<file path="src/rtl/eye_centroid_if.sv">
// Bus bundle between the centroid engine and its surroundings: frame start,
// row-memory read port and the centroid result.
//
// Handshake: iSTART is a one-cycle request that is accepted only when oBUSY=0
// (there is no ready back-pressure; a request while busy is dropped).
// oRD_EN is a fire-and-forget read strobe whose data must appear on iRD_DATA
// on the following cycle. oVALID is a one-cycle result strobe with no ready;
// the result registers hold until the next oVALID.
interface eye_centroid_if #(
  parameter int ADDR_WIDTH  = 11,
  parameter int MDATA_WIDTH = 640,
  parameter int ACC_WIDTH   = 32
);
  logic                   iSTART;
  logic                   iMEM_SEL;
  logic                   oBUSY;
  logic                   oRD_BANK;
  logic                   oRD_EN;
  logic [ADDR_WIDTH-1:0]  oRD_ROW;
  logic [MDATA_WIDTH-1:0] iRD_DATA;
  logic                   oVALID;
  logic                   oFOUND;
  logic [ADDR_WIDTH-1:0]  oCX;
  logic [ADDR_WIDTH-1:0]  oCY;
  logic [ACC_WIDTH-1:0]   oCOUNT;

  // Upstream side: capture control and row memory
  modport master (
    output iSTART, iMEM_SEL, iRD_DATA,
    input  oBUSY, oRD_BANK, oRD_EN, oRD_ROW, oVALID, oFOUND, oCX, oCY, oCOUNT
  );

  // Centroid engine side
  modport slave (
    input  iSTART, iMEM_SEL, iRD_DATA,
    output oBUSY, oRD_BANK, oRD_EN, oRD_ROW, oVALID, oFOUND, oCX, oCY, oCOUNT
  );
endinterface

</file>
<file path="src/rtl/eye_centroid.sv">
// Frame-level pupil centroid engine. Scans the completed row bank one row at
// a time, accumulates pixel count, sum of X and sum of Y a segment at a time,
// then divides with one shared restoring divider to get (CX, CY).
module eye_centroid #(
  parameter int ADDR_WIDTH  = 11,
  parameter int MDATA_WIDTH = 640,
  parameter int N_ROWS      = 480,
  parameter int SEG_WIDTH   = 16,
  parameter int ACC_WIDTH   = 32
) (
  input  logic          CCLK,
  input  logic          RST_N,
  eye_centroid_if.slave bus,
  output logic [2:0]    oDBG_STATE
);

  localparam int NSEG = MDATA_WIDTH / SEG_WIDTH;
  localparam int SEGW = (NSEG > 1) ? $clog2(NSEG) : 1;
  localparam int DIVW = $clog2(ACC_WIDTH + 1);

  typedef enum logic [2:0] {
    S_IDLE  = 3'd0,
    S_FETCH = 3'd1,
    S_LOAD  = 3'd2,
    S_ACCUM = 3'd3,
    S_DIV_X = 3'd4,
    S_DIV_Y = 3'd5,
    S_DONE  = 3'd6
  } state_t;

  state_t                 r_state;
  logic                   r_busy;
  logic                   r_rd_bank;
  logic                   r_rd_en;
  logic [ADDR_WIDTH-1:0]  r_row;
  logic [MDATA_WIDTH-1:0] r_shreg;
  logic [SEGW-1:0]        r_seg;
  logic [ACC_WIDTH-1:0]   r_count;
  logic [ACC_WIDTH-1:0]   r_sx;
  logic [ACC_WIDTH-1:0]   r_sy;
  logic [ACC_WIDTH-1:0]   r_rem;
  logic [ACC_WIDTH-1:0]   r_quo;
  logic [DIVW-1:0]        r_bit;
  logic [ADDR_WIDTH-1:0]  r_cx_tmp;
  logic                   r_valid;
  logic                   r_found;
  logic [ADDR_WIDTH-1:0]  r_cx;
  logic [ADDR_WIDTH-1:0]  r_cy;
  logic [ACC_WIDTH-1:0]   r_ocount;

  logic [ACC_WIDTH-1:0]   w_pop;
  logic [ACC_WIDTH-1:0]   w_wsum;
  logic [ACC_WIDTH-1:0]   w_xbase;
  logic [ACC_WIDTH-1:0]   w_count_n;
  logic [ACC_WIDTH-1:0]   w_sx_n;
  logic [ACC_WIDTH-1:0]   w_sy_n;
  logic [ACC_WIDTH:0]     w_rem_sh;
  logic                   w_sub_ok;
  logic [ACC_WIDTH-1:0]   w_rem_n;
  logic [ACC_WIDTH-1:0]   w_quo_n;

  // Segment statistics: popcount and in-segment position sum of the low bits,
  // plus the accumulator values after this segment is folded in.
  always_comb begin
    w_pop  = '0;
    w_wsum = '0;
    for (int j = 0; j < SEG_WIDTH; j++) begin
      if (r_shreg[j]) begin
        w_pop  = w_pop + ACC_WIDTH'(1);
        w_wsum = w_wsum + ACC_WIDTH'(j);
      end
    end
    w_xbase   = ACC_WIDTH'(r_seg) * ACC_WIDTH'(SEG_WIDTH);
    w_count_n = r_count + w_pop;
    w_sx_n    = r_sx + w_pop * w_xbase + w_wsum;
    w_sy_n    = r_sy + w_pop * ACC_WIDTH'(r_row);
  end

  // One restoring divide step: dividend shifts out of r_quo into the
  // remainder, quotient bits shift in from the bottom. Divisor is r_count.
  always_comb begin
    w_rem_sh = {r_rem, r_quo[ACC_WIDTH-1]};
    w_sub_ok = (w_rem_sh >= {1'b0, r_count});
    w_rem_n  = w_sub_ok ? ACC_WIDTH'(w_rem_sh - {1'b0, r_count})
                        : ACC_WIDTH'(w_rem_sh);
    w_quo_n  = {r_quo[ACC_WIDTH-2:0], w_sub_ok};
  end

  // Main controller: scan, accumulate, divide and publish the result.
  always_ff @(posedge CCLK or negedge RST_N) begin
    if (!RST_N) begin
      r_state   <= S_IDLE;
      r_busy    <= 1'b0;
      r_rd_bank <= 1'b0;
      r_rd_en   <= 1'b0;
      r_row     <= '0;
      r_shreg   <= '0;
      r_seg     <= '0;
      r_count   <= '0;
      r_sx      <= '0;
      r_sy      <= '0;
      r_rem     <= '0;
      r_quo     <= '0;
      r_bit     <= '0;
      r_cx_tmp  <= '0;
      r_valid   <= 1'b0;
      r_found   <= 1'b0;
      r_cx      <= '0;
      r_cy      <= '0;
      r_ocount  <= '0;
    end else begin
      r_valid <= 1'b0;
      r_rd_en <= 1'b0;
      case (r_state)
        S_IDLE: begin
          if (bus.iSTART) begin
            r_busy    <= 1'b1;
            r_rd_bank <= ~bus.iMEM_SEL;
            r_count   <= '0;
            r_sx      <= '0;
            r_sy      <= '0;
            r_row     <= '0;
            r_rd_en   <= 1'b1;
            r_state   <= S_FETCH;
          end
        end
        S_FETCH: begin
          r_state <= S_LOAD;
        end
        S_LOAD: begin
          r_shreg <= bus.iRD_DATA;
          r_seg   <= '0;
          r_state <= S_ACCUM;
        end
        S_ACCUM: begin
          r_count <= w_count_n;
          r_sx    <= w_sx_n;
          r_sy    <= w_sy_n;
          r_shreg <= r_shreg >> SEG_WIDTH;
          r_seg   <= r_seg + 1'b1;
          if (r_seg == SEGW'(NSEG - 1)) begin
            if (r_row == ADDR_WIDTH'(N_ROWS - 1)) begin
              if (w_count_n == '0) begin
                // Empty frame: publish a cleared result without dividing
                r_valid  <= 1'b1;
                r_found  <= 1'b0;
                r_cx     <= '0;
                r_cy     <= '0;
                r_ocount <= '0;
                r_state  <= S_DONE;
              end else begin
                r_quo   <= w_sx_n;
                r_rem   <= '0;
                r_bit   <= '0;
                r_state <= S_DIV_X;
              end
            end else begin
              r_row   <= r_row + 1'b1;
              r_rd_en <= 1'b1;
              r_state <= S_FETCH;
            end
          end
        end
        S_DIV_X: begin
          r_quo <= w_quo_n;
          r_rem <= w_rem_n;
          r_bit <= r_bit + 1'b1;
          if (r_bit == DIVW'(ACC_WIDTH - 1)) begin
            // Quotient fits in ADDR_WIDTH since CX < MDATA_WIDTH
            r_cx_tmp <= w_quo_n[ADDR_WIDTH-1:0];
            r_quo    <= r_sy;
            r_rem    <= '0;
            r_bit    <= '0;
            r_state  <= S_DIV_Y;
          end
        end
        S_DIV_Y: begin
          r_quo <= w_quo_n;
          r_rem <= w_rem_n;
          r_bit <= r_bit + 1'b1;
          if (r_bit == DIVW'(ACC_WIDTH - 1)) begin
            r_valid  <= 1'b1;
            r_found  <= 1'b1;
            r_cx     <= r_cx_tmp;
            r_cy     <= w_quo_n[ADDR_WIDTH-1:0];
            r_ocount <= r_count;
            r_state  <= S_DONE;
          end
        end
        S_DONE: begin
          r_busy  <= 1'b0;
          r_state <= S_IDLE;
        end
        default: begin
          r_state <= S_IDLE;
        end
      endcase
    end
  end

  assign bus.oBUSY    = r_busy;
  assign bus.oRD_BANK = r_rd_bank;
  assign bus.oRD_EN   = r_rd_en;
  assign bus.oRD_ROW  = r_row;
  assign bus.oVALID   = r_valid;
  assign bus.oFOUND   = r_found;
  assign bus.oCX      = r_cx;
  assign bus.oCY      = r_cy;
  assign bus.oCOUNT   = r_ocount;
  assign oDBG_STATE   = r_state;

endmodule
</file>
<file path="src/flat_wrapper.sv">
// flat-port wrapper written by rule: the top's interface ports become plain ports
module eye_centroid_flat 
#(
  parameter int ADDR_WIDTH  = 11,
  parameter int MDATA_WIDTH = 640,
  parameter int N_ROWS      = 480,
  parameter int SEG_WIDTH   = 16,
  parameter int ACC_WIDTH   = 32
)
  (CCLK, RST_N, oDBG_STATE, bus_iSTART, bus_iMEM_SEL, bus_iRD_DATA, bus_oBUSY, bus_oRD_BANK, bus_oRD_EN, bus_oRD_ROW, bus_oVALID, bus_oFOUND, bus_oCX, bus_oCY, bus_oCOUNT);
  eye_centroid_if #(.ADDR_WIDTH(ADDR_WIDTH), .MDATA_WIDTH(MDATA_WIDTH), .ACC_WIDTH(ACC_WIDTH)) bus_i ();
  input  logic CCLK;
  input  logic RST_N;
  output logic [2:0] oDBG_STATE;
  input wire logic [$bits(bus_i.iSTART)-1:0] bus_iSTART;
  input wire logic [$bits(bus_i.iMEM_SEL)-1:0] bus_iMEM_SEL;
  input wire logic [$bits(bus_i.iRD_DATA)-1:0] bus_iRD_DATA;
  output wire logic [$bits(bus_i.oBUSY)-1:0] bus_oBUSY;
  output wire logic [$bits(bus_i.oRD_BANK)-1:0] bus_oRD_BANK;
  output wire logic [$bits(bus_i.oRD_EN)-1:0] bus_oRD_EN;
  output wire logic [$bits(bus_i.oRD_ROW)-1:0] bus_oRD_ROW;
  output wire logic [$bits(bus_i.oVALID)-1:0] bus_oVALID;
  output wire logic [$bits(bus_i.oFOUND)-1:0] bus_oFOUND;
  output wire logic [$bits(bus_i.oCX)-1:0] bus_oCX;
  output wire logic [$bits(bus_i.oCY)-1:0] bus_oCY;
  output wire logic [$bits(bus_i.oCOUNT)-1:0] bus_oCOUNT;
  assign bus_i.iSTART = bus_iSTART;
  assign bus_i.iMEM_SEL = bus_iMEM_SEL;
  assign bus_i.iRD_DATA = bus_iRD_DATA;
  assign bus_oBUSY = bus_i.oBUSY;
  assign bus_oRD_BANK = bus_i.oRD_BANK;
  assign bus_oRD_EN = bus_i.oRD_EN;
  assign bus_oRD_ROW = bus_i.oRD_ROW;
  assign bus_oVALID = bus_i.oVALID;
  assign bus_oFOUND = bus_i.oFOUND;
  assign bus_oCX = bus_i.oCX;
  assign bus_oCY = bus_i.oCY;
  assign bus_oCOUNT = bus_i.oCOUNT;
  eye_centroid #(.ADDR_WIDTH(ADDR_WIDTH), .MDATA_WIDTH(MDATA_WIDTH), .N_ROWS(N_ROWS), .SEG_WIDTH(SEG_WIDTH), .ACC_WIDTH(ACC_WIDTH)) u_core (.CCLK(CCLK), .RST_N(RST_N), .bus(bus_i), .oDBG_STATE(oDBG_STATE));
endmodule
</file>
<file path="config.mk">
export PLATFORM = sky130hd
export DESIGN_NAME = eye_centroid_flat
export DESIGN_NICKNAME = d
export VERILOG_FILES = /design/src/rtl/eye_centroid_if.sv /design/src/rtl/eye_centroid.sv /design/src/flat_wrapper.sv
export SDC_FILE = /design/constraint.sdc
export NUM_CORES = 2
export LEC_CHECK = 0
export ABC_AREA = 1
export CORE_ASPECT_RATIO = 1.4
export CORE_MARGIN = 4
export CORE_UTILIZATION = 40
export CTS_CLUSTER_SIZE = 25
export DETAILED_ROUTE_END_ITERATION = 10
export MAX_ROUTING_LAYER = met4
export PLACE_DENSITY = 0.71
export RECOVER_POWER = 25
export SLEW_MARGIN = 10
export SYNTH_ARGS = -nofsm -noshare
export SYNTH_HDL_FRONTEND = slang
export SYNTH_SLANG_ARGS = --single-unit
</file>
<file path="constraint.sdc">
create_clock -name CCLK -period 15.9 [get_ports CCLK]
set_input_delay 3.975 -clock CCLK [delete_from_list [all_inputs] [get_ports CCLK]]
set_output_delay 3.975 -clock CCLK [all_outputs]
set_load 0.03 [all_outputs]
</file>
==> results_dict.tcl <==
set metrics [dict create \
    max_freq_mhz 69.4 \
    die-width_um 323 \
    worst_slew_pin_slew_ns 6.18 \
    dp_hpwl_um 140000 \
    finalCriticalPeriod_ns 14.41 \
    layout_setup_ws_ns 1.49 \
    setup_tns_ns 0 \
    antenna_found_initial 77 \
    layout.nets 8668 \
    slew_violations 568 \
    synth_top_cell_area_share 0.403 \
    cp-start-kind "flop" \
    fin_worst_skew_ns 0.0323 \
    worstSkewPairLatency_ns 0.72 \
    status "finished, violations left" \
    area_growth_syn_to_layout_pct 22.8 \
    critPathKind "reg2reg" \
    yosysUniqueCellTypes 63 \
    setup_viol_count_final 0 \
    cp_slowest_stage_delay_ns 0.55 \
    core_um2 138000 \
    h-tree-depth 3 \
    whs_ns 0.470 \
    postCtsHoldBufs 0 \
    max_cap_viol_count 8 \
    relSlewSlack -3.12 \
    postRouteAntennaNets 0 \
    synth_area_leaders "dfrtp_1 (40%), fa_1 (8.0%), inv_1 (7.8%)" \
    start_util 0.403 \
    synthFlopType "dfrtp_1" \
    grt_use_total 0.263 \
    rsz0062_at_grt "no" \
    seq_area_frac_synth 0.403 \
    wl_um 189000 \
    fillers 13203 \
    netlist_instances 6917 \
    dp_worst_setup_slack_ns 1.63 \
    synthArstFlopShare 1.00 \
    path_clk_slew_ns 0.06 \
    overflow 0 \
    cts_inserted_buffers 96 \
    cp_slowest_cell "fa_1" \
    final-instance-count-excl-fill 9528 \
    firstDrtPassIters 6 \
    drt-vias-per-instance 5.28 \
    layout-drive-gt1-share 0.0456 \
    violations "capacitance limit, slew limit" \
    crit_fanout 14 \
    hold_class "reg2reg" \
    ys_seq_elements 896 \
    cp_common_cell "nand2_1" \
    wl_per_cell_um 19.8 \
    layout_commonest_cell "inv_1" \
    synth-edff-count 0 \
    synth_area_leader_cell "dfrtp_1" \
    fp-row-count 161 \
    grt_pass1_vias 50545 \
    final_cell_mix "inv_1 (1161), dfrtp_1 (896), nand2_1 (867)" \
    yosysWarnings 0 \
    gp_congestion 0.949 \
    grt_max_degree 219 \
    die_area_um2 145000 \
    num_vias 50327 \
    portBuffers 716 \
    drt_iter0_drc 3938 \
    dpl.cell_count 9274 \
    post_cts_buffers 0 \
    cts_tree "built" \
    rrSetupSlack_ns 1.49 \
    avgSynthCellArea_um2 8.04 \
    crit_path_end_kind "flop" \
    grt_pass1_wl_um 289000 \
    crit_required_ns 16.54 \
    ioPinCount 717 \
    synth_area_um2 55600 \
    numClockSinks 896 \
    drc_errors 0 \
    cts_resized 0 \
    die_h_um 449 \
    arrival_ns 15.05 \
    clockBufferDepth 3 \
    period_share 0.906 \
    clockRootBuffer "clkbuf_16" \
    hold_viol_final 0 \
]
through the flow:
step / instance area [um^2] / util
finish: 68300 / 0.496
floorplan: 56200 / -
global placement: 64700 / 0.470
CTS: 68200 / 0.495
global route: 68300 / 0.495
detailed placement: 64700 / 0.470
path summary, 6_finish.rpt:
| check | from | end | cells after the start |
|---|---|---|---|
| min | u_core.bus.oFOUND$_DFFE_PN0P_ | u_core.bus.oFOUND$_DFFE_PN0P_ | 2 |
| min in group asynchronous | RST_N | u_core.r_shreg[296]$_DFFE_PN0P_ | 1 |
| min reg2reg | u_core.bus.oFOUND$_DFFE_PN0P_ | u_core.bus.oFOUND$_DFFE_PN0P_ | 2 |
| max reg2reg | u_core.r_shreg[1]$_DFFE_PN0P_ | u_core.r_quo[28]$_DFFE_PN0P_ | 73 |
| max in group asynchronous | RST_N | u_core.r_count[26]$_DFFE_PN0P_ | 4 |
| max | u_core.r_shreg[1]$_DFFE_PN0P_ | u_core.r_quo[28]$_DFFE_PN0P_ | 73 |
worst max-delay path: cells and delay by family, from the launching register on:
| kind | cells | cell delay [ns] |
|---|---|---|
| AOI/OAI and AO/OA | 9 | 2.51 |
| xor gates and xnor gates | 2 | 0.45 |
| adders and majority gates | 20 | 6.61 |
| buffers and inverters | 6 | 0.86 |
| DFF | 1 | 0.40 |
| and+or+nand+nor | 36 | 3.46 |
metal layers:
metal	up-vias	routed length, um	part of all wire	track usage
met3	404	13800	0.073	0.0613
met4	0	11400	0.060	0.150
met5	-	0	0	-
met2	1648	91200	0.48	0.425
li1	23950	-	-	-
met1	24325	72700	0.38	0.298
registers in the layout, summed over array words and instances (netlist names), 3 cells and up:
name / cells
u_core.r_shreg: 640
u_core.bus.oCOUNT: 32
u_core.r_count: 32
u_core.r_quo: 32
u_core.r_rem: 32
u_core.r_sx: 32
u_core.r_sy: 32
u_core.bus.oCX: 11
u_core.bus.oCY: 11
u_core.bus.oRD_ROW: 11
u_core.r_cx_tmp: 11
u_core.r_bit: 6
u_core.r_seg: 6
u_core.oDBG_STATE: 3
synthesized netlist by cell type, types with 10 or more instances:
cell type and instances:
inv_1 1161, dfrtp_1 896, nand2_1 869, nor2_1 816, a21oi_1 786, o22ai_1 654, clkbuf_1 342, o21ai_0 243
fa_1 223, ha_1 222, nand3_1 155, xor2_1 75, nand4_1 63, nand2_2 53, xnor2_1 46, nor3_1 34
nand3_2 29, a22oi_1 24, buf_2 18, o21ai_1 18, inv_2 17, o211ai_1 16, buf_1 13, nand3b_1 13
o221ai_1 12, a21o_1 11, a21boi_0 10, a31oi_1 10, or2_2 10
cells by family (layout without fill, tap and decap cells):
logic type,after synthesis,after routing,synth area share
AND/OR/NAND/NOR,2067,2067,0.155
AO/OA/AOI/OAI,1820,1820,0.185
buffers and inverters,1562,2137,0.106
flip-flops,896,896,0.403
adder cells (fa/ha/maj),445,445,0.130
XOR/XNOR,122,122,0.0194
multiplexers,3,3,0.000563
other,2,245,0.000135
cell type report:
cell class | instances | area [um^2] | area share
antenna | 75 | 188 | 0.00275
clock inverter | 56 | 787 | 0.0115
sequential | 896 | 22400 | 0.328
timing repair buffer | 774 | 7600 | 0.111
tap | 1793 | 2240 | 0.0329
multi-input combinational | 4627 | 27900 | 0.409
inverter | 1184 | 4450 | 0.0652
clock buffer | 123 | 2660 | 0.0389
Power is not shown: default switching activity piles up to over one toggle a cycle in this logic, so the estimate is an artifact.
